## src/rtl/db9_md_scanner.sv

```systemverilog
// Sega Mega Drive 3/6-button pad scanner for a DB9 port: eight select phases, then an idle gap.
// Build option DB9_SPLITTER_EN: alternate scans between two splitter ports, starting with port 1.
module db9_md_scanner #(
  parameter int SEL_PHASE_CLKS = 400,
  parameter int IDLE_CLKS      = 64000
) (
  input  logic        clk_sys,
  input  logic        reset_n,
  input  logic [5:0]  joy_db9_n,
  output logic        db9_select,
  output logic        splitter_select,
  output logic [11:0] joy1_n,
  output logic [11:0] joy2_n,
  output logic        pad6_1,
  output logic        pad6_2,
  output logic        frame_done
);

  typedef enum logic {ST_IDLE, ST_SCAN} state_t;

  localparam logic [15:0] SEL_LAST  = 16'(SEL_PHASE_CLKS - 1);
  localparam logic [15:0] IDLE_LAST = 16'(IDLE_CLKS - 1);

  logic [5:0]  sync1_q, sync2_q;
  state_t      state_q;
  logic [2:0]  phase_q;
  logic [2:0]  phase_d;
  logic [15:0] cnt_q;
  logic [11:0] word_q;
  logic        present_q, six_q;
  logic        sel_q, split_q, done_q;
  logic [11:0] joy1_q, joy2_q;
  logic        pad6_1_q, pad6_2_q;
  logic [11:0] commit_word_d;
  logic        commit_six_d;
  logic        u_n, d_n, l_n, r_n;

  assign {u_n, d_n, l_n, r_n} = sync2_q[3:0];
  assign phase_d = phase_q + 3'd1;

  // Word actually published at the end of phase 7; masks bits the pad did not report.
  always_comb begin
    commit_word_d = 12'hFFF;
    commit_six_d  = 1'b0;
    if (present_q) begin
      commit_word_d = six_q ? word_q : {4'hF, word_q[7:0]};
      commit_six_d  = six_q;
    end
  end

  always_ff @(posedge clk_sys or negedge reset_n) begin
    if (!reset_n) begin
      sync1_q <= 6'h3F;
      sync2_q <= 6'h3F;
    end else begin
      sync1_q <= joy_db9_n;
      sync2_q <= sync1_q;
    end
  end

  always_ff @(posedge clk_sys or negedge reset_n) begin
    if (!reset_n) begin
      state_q   <= ST_IDLE;
      phase_q   <= 3'd0;
      cnt_q     <= 16'd0;
      word_q    <= 12'hFFF;
      present_q <= 1'b0;
      six_q     <= 1'b0;
      sel_q     <= 1'b1;
      split_q   <= 1'b1;
      done_q    <= 1'b0;
      joy1_q    <= 12'hFFF;
      joy2_q    <= 12'hFFF;
      pad6_1_q  <= 1'b0;
      pad6_2_q  <= 1'b0;
    end else begin
      done_q <= 1'b0;
      case (state_q)
        ST_IDLE: begin
          if (cnt_q == IDLE_LAST) begin
            state_q <= ST_SCAN;
            cnt_q   <= 16'd0;
            phase_q <= 3'd0;
            sel_q   <= 1'b1;
          end else begin
            cnt_q <= cnt_q + 16'd1;
          end
        end
        ST_SCAN: begin
          if (cnt_q != SEL_LAST) begin
            cnt_q <= cnt_q + 16'd1;
          end else begin
            cnt_q <= 16'd0;
            case (phase_q)
              3'd0: word_q[5:0] <= {sync2_q[5:4], r_n, l_n, d_n, u_n};
              3'd1: begin
                word_q[7:6] <= sync2_q[5:4];
                present_q   <= ~l_n & ~r_n;
              end
              3'd5: six_q <= ~(u_n | d_n | l_n | r_n);
              3'd6: word_q[11:8] <= {r_n, l_n, d_n, u_n};
              default: ;
            endcase
            if (phase_q == 3'd7) begin
              state_q <= ST_IDLE;
              phase_q <= 3'd0;
              sel_q   <= 1'b1;
              done_q  <= 1'b1;
`ifdef DB9_SPLITTER_EN
              split_q <= ~split_q;
              if (split_q) begin
                joy1_q   <= commit_word_d;
                pad6_1_q <= commit_six_d;
              end else begin
                joy2_q   <= commit_word_d;
                pad6_2_q <= commit_six_d;
              end
`else
              joy1_q   <= commit_word_d;
              pad6_1_q <= commit_six_d;
`endif
            end else begin
              phase_q <= phase_d;
              sel_q   <= ~phase_d[0];
            end
          end
        end
        default: state_q <= ST_IDLE;
      endcase
    end
  end

  assign db9_select      = sel_q;
  assign splitter_select = split_q;
  assign joy1_n          = joy1_q;
  assign joy2_n          = joy2_q;
  assign pad6_1          = pad6_1_q;
  assign pad6_2          = pad6_2_q;
  assign frame_done      = done_q;

endmodule
```

## config.mk

```make
export PLATFORM = sky130hd
export DESIGN_NAME = db9_md_scanner
export DESIGN_NICKNAME = d
export VERILOG_FILES = /design/src/rtl/db9_md_scanner.sv
export SDC_FILE = /design/constraint.sdc
export NUM_CORES = 1
export LEC_CHECK = 0
export ABC_AREA = 1
export CAP_MARGIN = 20
export CORE_AREA = 2 2 79 81
export DETAILED_ROUTE_END_ITERATION = 8
export DIE_AREA = 0 0 81 83
export PLACE_DENSITY = 0.78
export SLEW_MARGIN = 5
export SYNTH_ARGS = -nofsm -noshare
export SYNTH_HDL_FRONTEND = slang
export SYNTH_SLANG_ARGS = --single-unit
export TNS_END_PERCENT = 20
```

## constraint.sdc

```tcl
create_clock -name clk_sys -period 1.9 [get_ports clk_sys]
set_input_delay 0.285 -clock clk_sys [delete_from_list [all_inputs] [get_ports clk_sys]]
set_output_delay 0.285 -clock clk_sys [all_outputs]
set_load 0.005 [all_outputs]
```

==> flow_metrics.py, run 1 <==
metrics = {
    "synth": {
        "synth_area_leaders": "dfstp_2 30%, dfrtp_1 19%, nand2_1 14%",
        "yosysMostFrequentCell": "nand2_1",
        "synth_edf_count": 0,
        "synthCells": 390,
        "async_reset_ff_frac": 1.00,
        "synth_top_area_frac": 0.302,
        "seq_area_frac_synth": 0.489,
        "yosysWarnings": 14,
        "syn_area_um2": 3220,
        "synth_seq_cells": 61,
        "synth_top_cells_by_count": "122 x nand2_1, 43 x nor2_1, 42 x inv_1",
        "synth_top_flop_cell": "dfstp_2",
        "netlist.top_cell.by_area": "dfstp_2",
        "synth_cell_type_count": 29,
        "synth_area_per_cell_um2": 8.25,
    },
    "finish": {
        "synthToLayoutAreaGrowth_pct": 14.0,
        "finish.utilization": 0.630,
        "finish.instance_area_um2": 3660,
        "drive_gt1_frac": 0.173,
        "antenna_cells": 0,
        "nets": 430,
    },
    "sta": {
        "worstMarginPinSlew_ns": 0.598,
        "setup-violations-final": 0,
        "timing.final.crit_share": 0.889,
        "fin_skew_ns": 0.00893,
        "hold_violations": 0,
        "max_freq_mhz": 592,
        "slew_headroom": 0.601,
        "maxSlewViolCount": 0,
        "rsz0062_at_grt": "false",
        "post-route-min-period_ns": 1.69,
        "setup_tns_ns": 0,
    },
    "die": {
        "start_util": 0.553,
        "die_y_um": 83,
        "dieArea_um2": 6720,
        "core-area_um2": 5820,
        "rows": 28,
        "chipWidth_um": 81,
        "io_pins": 37,
    },
    "clocking": {
        "cts_made_buffers": 9,
        "worst_skew_pair.late_latency_ns": 0.35,
        "cts.path.max_buffers": 2,
        "clock-sinks": 61,
        "root_buffer": "clkbuf_8",
        "post_cts.repair.setup_buffers": 0,
        "cts.clk_slew.worst_paths_ns": 0.07,
        "h-tree-depth": 3,
        "cts_tree": "done",
    },
    "global_route": {
        "antenna_found_initial": 0,
        "grt_pass1_vias": 2459,
        "grt_max_degree": 42,
        "gr-total-overflow": 0,
        "grt_first_pass_wirelength_um": 11100,
        "gr-usage-all-layers": 0.213,
    },
    "flow_run": {
        "maxCapViolCount": 0,
    },
    "placed_design": {
        "port_buffers": 22,
        "dpl_cell_area_um2": 3440,
        "hpwl_um": 4550,
        "routabilityCongestion": 0.923,
    },
    "drt": {
        "first_iter_violations": 231,
        "firstDrtPassIters": 4,
        "drtAntennaViolNets": 0,
        "vias_per_cell": 5.04,
        "via_count": 2501,
        "wire_per_inst_um": 12.6,
        "drt-total-wl_um": 6240,
        "drc_errors": 0,
    },
    "power": {
        "ir_drop_mv": 0.812,
        "p_total_mw": 2.64,
        "leakage_nw": 1.70,
        "power_density_nw_per_um2": 720,
    },
    "hold_path": {
        "min_path_type": "primary input to flop",
    },
    "setup_path": {
        "required_ns": 2.18,
        "cp-start-kind": "flop",
        "critPathCaptureType": "flop",
        "critPathKind": "flop to flop",
        "worstPathArrival_ns": 1.97,
        "cp_max_fo": 19,
    },
    "status": {
        "status": "finished clean",
    },
}
[cell families (layout without fill, tap and decap cells)]
logic type,count (synthesis),after routing,synth area share
adders and majority gates,6,6,0.0233
other,1,14,0.00117
DFF,61,61,0.489
buffers and inverters,67,85,0.103
xor gates and xnor gates,9,9,0.0245
AOI/OAI and AO/OA,5,5,0.00778
and+or+nand+nor,241,241,0.351
[path summary, 6_finish.rpt]
path                            slack (ns)    startpoint         end  cells after the start
worst max-delay path                  0.21      cnt_q[0]  joy1_n[11]                      8
worst min-delay path                  0.34  joy_db9_n[1]  sync1_q[1]                      1
worst max register to register        0.21      cnt_q[0]  joy1_n[11]                      8
worst min register to register        0.36    sync1_q[3]  sync2_q[3]                      0
max in group asynchronous             0.83       reset_n  sync2_q[0]                      3
min in group asynchronous             0.43       reset_n   cnt_q[11]                      2
[per-layer routing]
layer | vias to the layer above | track usage | share of wire
li1 | 1250 | - | -
met1 | 1158 | 0.299 | 0.46
met2 | 82 | 0.311 | 0.46
met3 | 11 | 0.0467 | 0.063
met4 | 0 | 0.102 | 0.021
met5 | - | 0 | 0
[placed cells by master, fill, tap and decap left out, drive strengths merged, types with 3 or more instances in the layout]
cell type | netlist | routed
clkbuf | 1 | 10
nand3b | 4 | 4
o21ai | 3 | 3
dfrtp | 24 | 24
buf | 23 | 4
ha | 6 | 6
clkdlybuf4s50 | 0 | 21
nand3 | 33 | 33
nand2 | 124 | 124
nor3 | 4 | 4
dfstp | 37 | 37
conb | 1 | 14
nor2 | 51 | 51
nand4 | 24 | 24
inv | 43 | 45
xor2 | 8 | 8
[worst max-delay path, stage by stage, from the launching register on]
cell and delay (ns):
dfrtp_1 0.38, ha_1 0.27, nand2_2 0.11, nor2_4 0.13
nand3_4 0.10, nor2_8 0.25, nand3_4 0.20, nand2_1 0.12
nand2_1 0.05
[power by group]
part           switching (mW)  leakage (nW)  internal (mW)
sequential            0.00730         0.705           1.32
clock                   0.517         0.107          0.737
combinational          0.0332         0.891         0.0180
[registers in the layout (all words and copies together), names as in the netlist, 3 cells and up]
name / flops
cnt_q: 16
joy1_n: 12
phase_q: 3
sync1_q: 6
sync2_q: 6
word_q: 12
[repair_timing]
item,4_1_cts,5_1_grt
setup endpoints to repair,0,7
hold buffers,1,0
resized for setup,0,1
hold endpoints to repair,10,0
[per-stage QoR]
stage | cells | setup slack (ns) | hold WS [ns]
after floorplan | 403 | 0.443 | -0.0106
after global placement | 479 | 0.226 | 0.260
after detailed placement | 479 | 0.160 | 0.276
after CTS | 496 | 0.150 | 0.330
after global routing | 496 | 0.00679 | 0.333
final | 496 | 0.211 | 0.341
[layout make-up]
type	instances	area, um2
fillers	508	2150
flip-flops and latches	61	1570
multi-input cells	275	1360
repair buffers	26	260
inverters	43	161
clock buffers	10	128
well taps	75	93.8
clock inverters	6	85.1
No activity file was read; power rests on OpenSTA's default activity.
==> inputs of run 2 (changes only) <==
--- a/config.mk
+++ b/config.mk
@@ -11,6 +11,7 @@
 export DETAILED_ROUTE_END_ITERATION = 8
 export DIE_AREA = 0 0 81 83
 export PLACE_DENSITY = 0.78
+export SETUP_SLACK_MARGIN = 0.4
 export SLEW_MARGIN = 5
 export SYNTH_ARGS = -nofsm -noshare
 export SYNTH_HDL_FRONTEND = slang
==> constraint.sdc (replaced) <==
create_clock -name clk_sys -period 1.88 [get_ports clk_sys]
set_input_delay 0.282 -clock clk_sys [delete_from_list [all_inputs] [get_ports clk_sys]]
set_output_delay 0.282 -clock clk_sys [all_outputs]
set_load 0.005 [all_outputs]
==> run 2 against run 1 <==
  * Utilization increased by 5.0 points
  * Combinational power increased by 1%
  * Non-clock buffer count increased by 17
  * Critical path depth decreased by 7
  * Sequential power about the same
  * Final cell count increased by 4.0%
  * Clock power fell by 12%
  * Register-to-register slack gained 0.14 ns
  * Count of clock-buffer cells in the layout rose by 3
  * Via count is 8.4% higher
  * Cell area rose by 7.9%
  * Critical path type is now flop to primary output
  * Largest power group unchanged
==> flow_metrics.py, run 2 (synthesis gave the netlist of run 1 again) <==
metrics = {
    "setup_path": {
        "cp_max_fo": 2,
        "crit_chain": "clkdlybuf4s50_1",
        "critPathKind": "flop to primary output",
        "worst-path-buf-inv": 1,
        "cp_slowest_stage_delay_ns": 0.53,
        "required_ns": 1.60,
        "worstPathArrival_ns": 1.37,
        "critPathTopFamily": "flip-flops",
        "critPathCaptureType": "primary output",
        "slowest_stage": "dfstp_2",
        "cp-start-kind": "flop",
    },
    "placed_design": {
        "hpwl_um": 4510,
        "dpl_cell_area_um2": 3440,
        "port_buffers": 22,
        "routabilityCongestion": 0.921,
        "place_ws_ns": 0.127,
    },
    "sta": {
        "post-route-min-period_ns": 1.65,
        "fin_skew_ns": 0.0105,
        "maxSlewViolCount": 0,
        "hold_violations": 0,
        "timing.final.crit_share": 0.877,
        "worst_slack_ns": 0.231,
        "setup_tns_ns": 0,
        "max_freq_mhz": 606,
        "rsz0062_at_grt": "true",
        "setup-violations-final": 0,
    },
    "power": {
        "p_comb_frac": 0.021,
        "seqPwrFrac": 0.538,
        "power.switching_uw": 554,
        "p_int_mw": 1.95,
        "ir_drop_mv": 0.361,
        "power.share.switching": 0.221,
        "clock_power_share": 0.441,
        "p_total_mw": 2.50,
        "power_density_nw_per_um2": 633,
        "leakage_nw": 1.84,
    },
    "global_route": {
        "gr-total-overflow": 0,
        "gr-usage-all-layers": 0.217,
        "grt_pass1_vias": 2413,
        "antenna_found_initial": 0,
        "grt_first_pass_wirelength_um": 11300,
        "grt_max_degree": 42,
    },
    "clocking": {
        "worst_skew_pair.late_latency_ns": 0.34,
        "cts_made_buffers": 9,
        "clock-sinks": 61,
        "cts.path.max_buffers": 2,
        "root_buffer": "clkbuf_8",
        "cts.clk_slew.worst_paths_ns": 0.07,
        "h-tree-depth": 3,
        "cts_tree": "done",
    },
    "status": {
        "status": "finished clean",
    },
    "die": {
        "dieArea_um2": 6720,
        "die_y_um": 83,
        "start_util": 0.553,
        "rows": 28,
        "core-area_um2": 5820,
        "io_pins": 37,
        "chipWidth_um": 81,
    },
    "drt": {
        "drt-total-wl_um": 7090,
        "via_count": 2712,
        "drc_errors": 0,
        "drtAntennaViolNets": 0,
        "vias_per_cell": 5.26,
        "wire_per_inst_um": 13.7,
        "firstDrtPassIters": 5,
        "first_iter_violations": 269,
    },
    "finish": {
        "largest_reg_flops": 16,
        "layout_common_cells": "120 x nand2_1, 42 x inv_1, 37 x dfstp_2",
        "mostFrequentLayoutCell": "nand2_1",
        "drive_gt1_frac": 0.261,
        "n_fill_cell": 459,
        "synthToLayoutAreaGrowth_pct": 23.0,
        "finish.instance_area_um2": 3960,
        "nets": 450,
        "antenna_cells": 0,
        "top_register": "cnt_q",
        "finish.utilization": 0.680,
    },
    "flow_run": {
        "maxCapViolCount": 0,
    },
    "hold_path": {
        "min_path_type": "primary input to flop",
    },
}
run 2: worst paths after layout:
path	slack, ns	start	cells past startpoint	to
worst min-delay path	0.35	joy_db9_n[1]	1	sync1_q[1]
worst max-delay path	0.23	joy1_n[10]	1	joy1_n[10]
worst max register to register	0.35	cnt_q[0]	8	joy1_n[2]
worst min register to register	0.36	sync1_q[0]	0	sync2_q[0]
max in group asynchronous	0.81	reset_n	3	word_q[2]
min in group asynchronous	0.43	reset_n	2	cnt_q[1]
run 2: cell type report:
cell class                 count  area [um2]  share of cell area
sequential                    61        1580               0.400
clock inverter                 3        17.5             0.00443
tap                           75        93.8              0.0237
clock buffer                  13         170              0.0430
timing repair buffer          43         428               0.108
multi-input combinational    278        1500               0.380
inverter                      43         161              0.0408
run 2: power by group through the flow:
stage / Clock [mW] / Combinational [mW] / Sequential [mW]
after floorplan: 0 / 0.0291 / 1.36
after global placement: 0 / 0.0509 / 1.37
after detailed placement: 0 / 0.0519 / 1.37
after CTS: 1.11 / 0.0536 / 1.35
after global routing: 1.18 / 0.0622 / 1.35
final: 1.10 / 0.0517 / 1.35
run 2: timing repair:
action,4_1_cts,5_1_grt
gates cloned,2,1
gates resized for setup,23,17
hold endpoints to repair,10,0
hold buffers,1,0
pin swaps,8,5
buffers inserted,5,11
setup endpoints to repair,60,58
run 2: per-stage QoR:
stage,cells,hold slack (ns)
after global routing,516,0.341
after floorplan,403,-0.0136
final,516,0.348
after global placement,480,0.257
after detailed placement,480,0.262
after CTS,504,0.335
run 2: metal layers:
metal  up-vias  GRT usage  wire length (um)
li1       1306          -                 -
met2       108      0.319              3370
met3        10     0.0500               427
met5         -          0                 0
met4         0     0.0693                89
met1      1288      0.318              3200
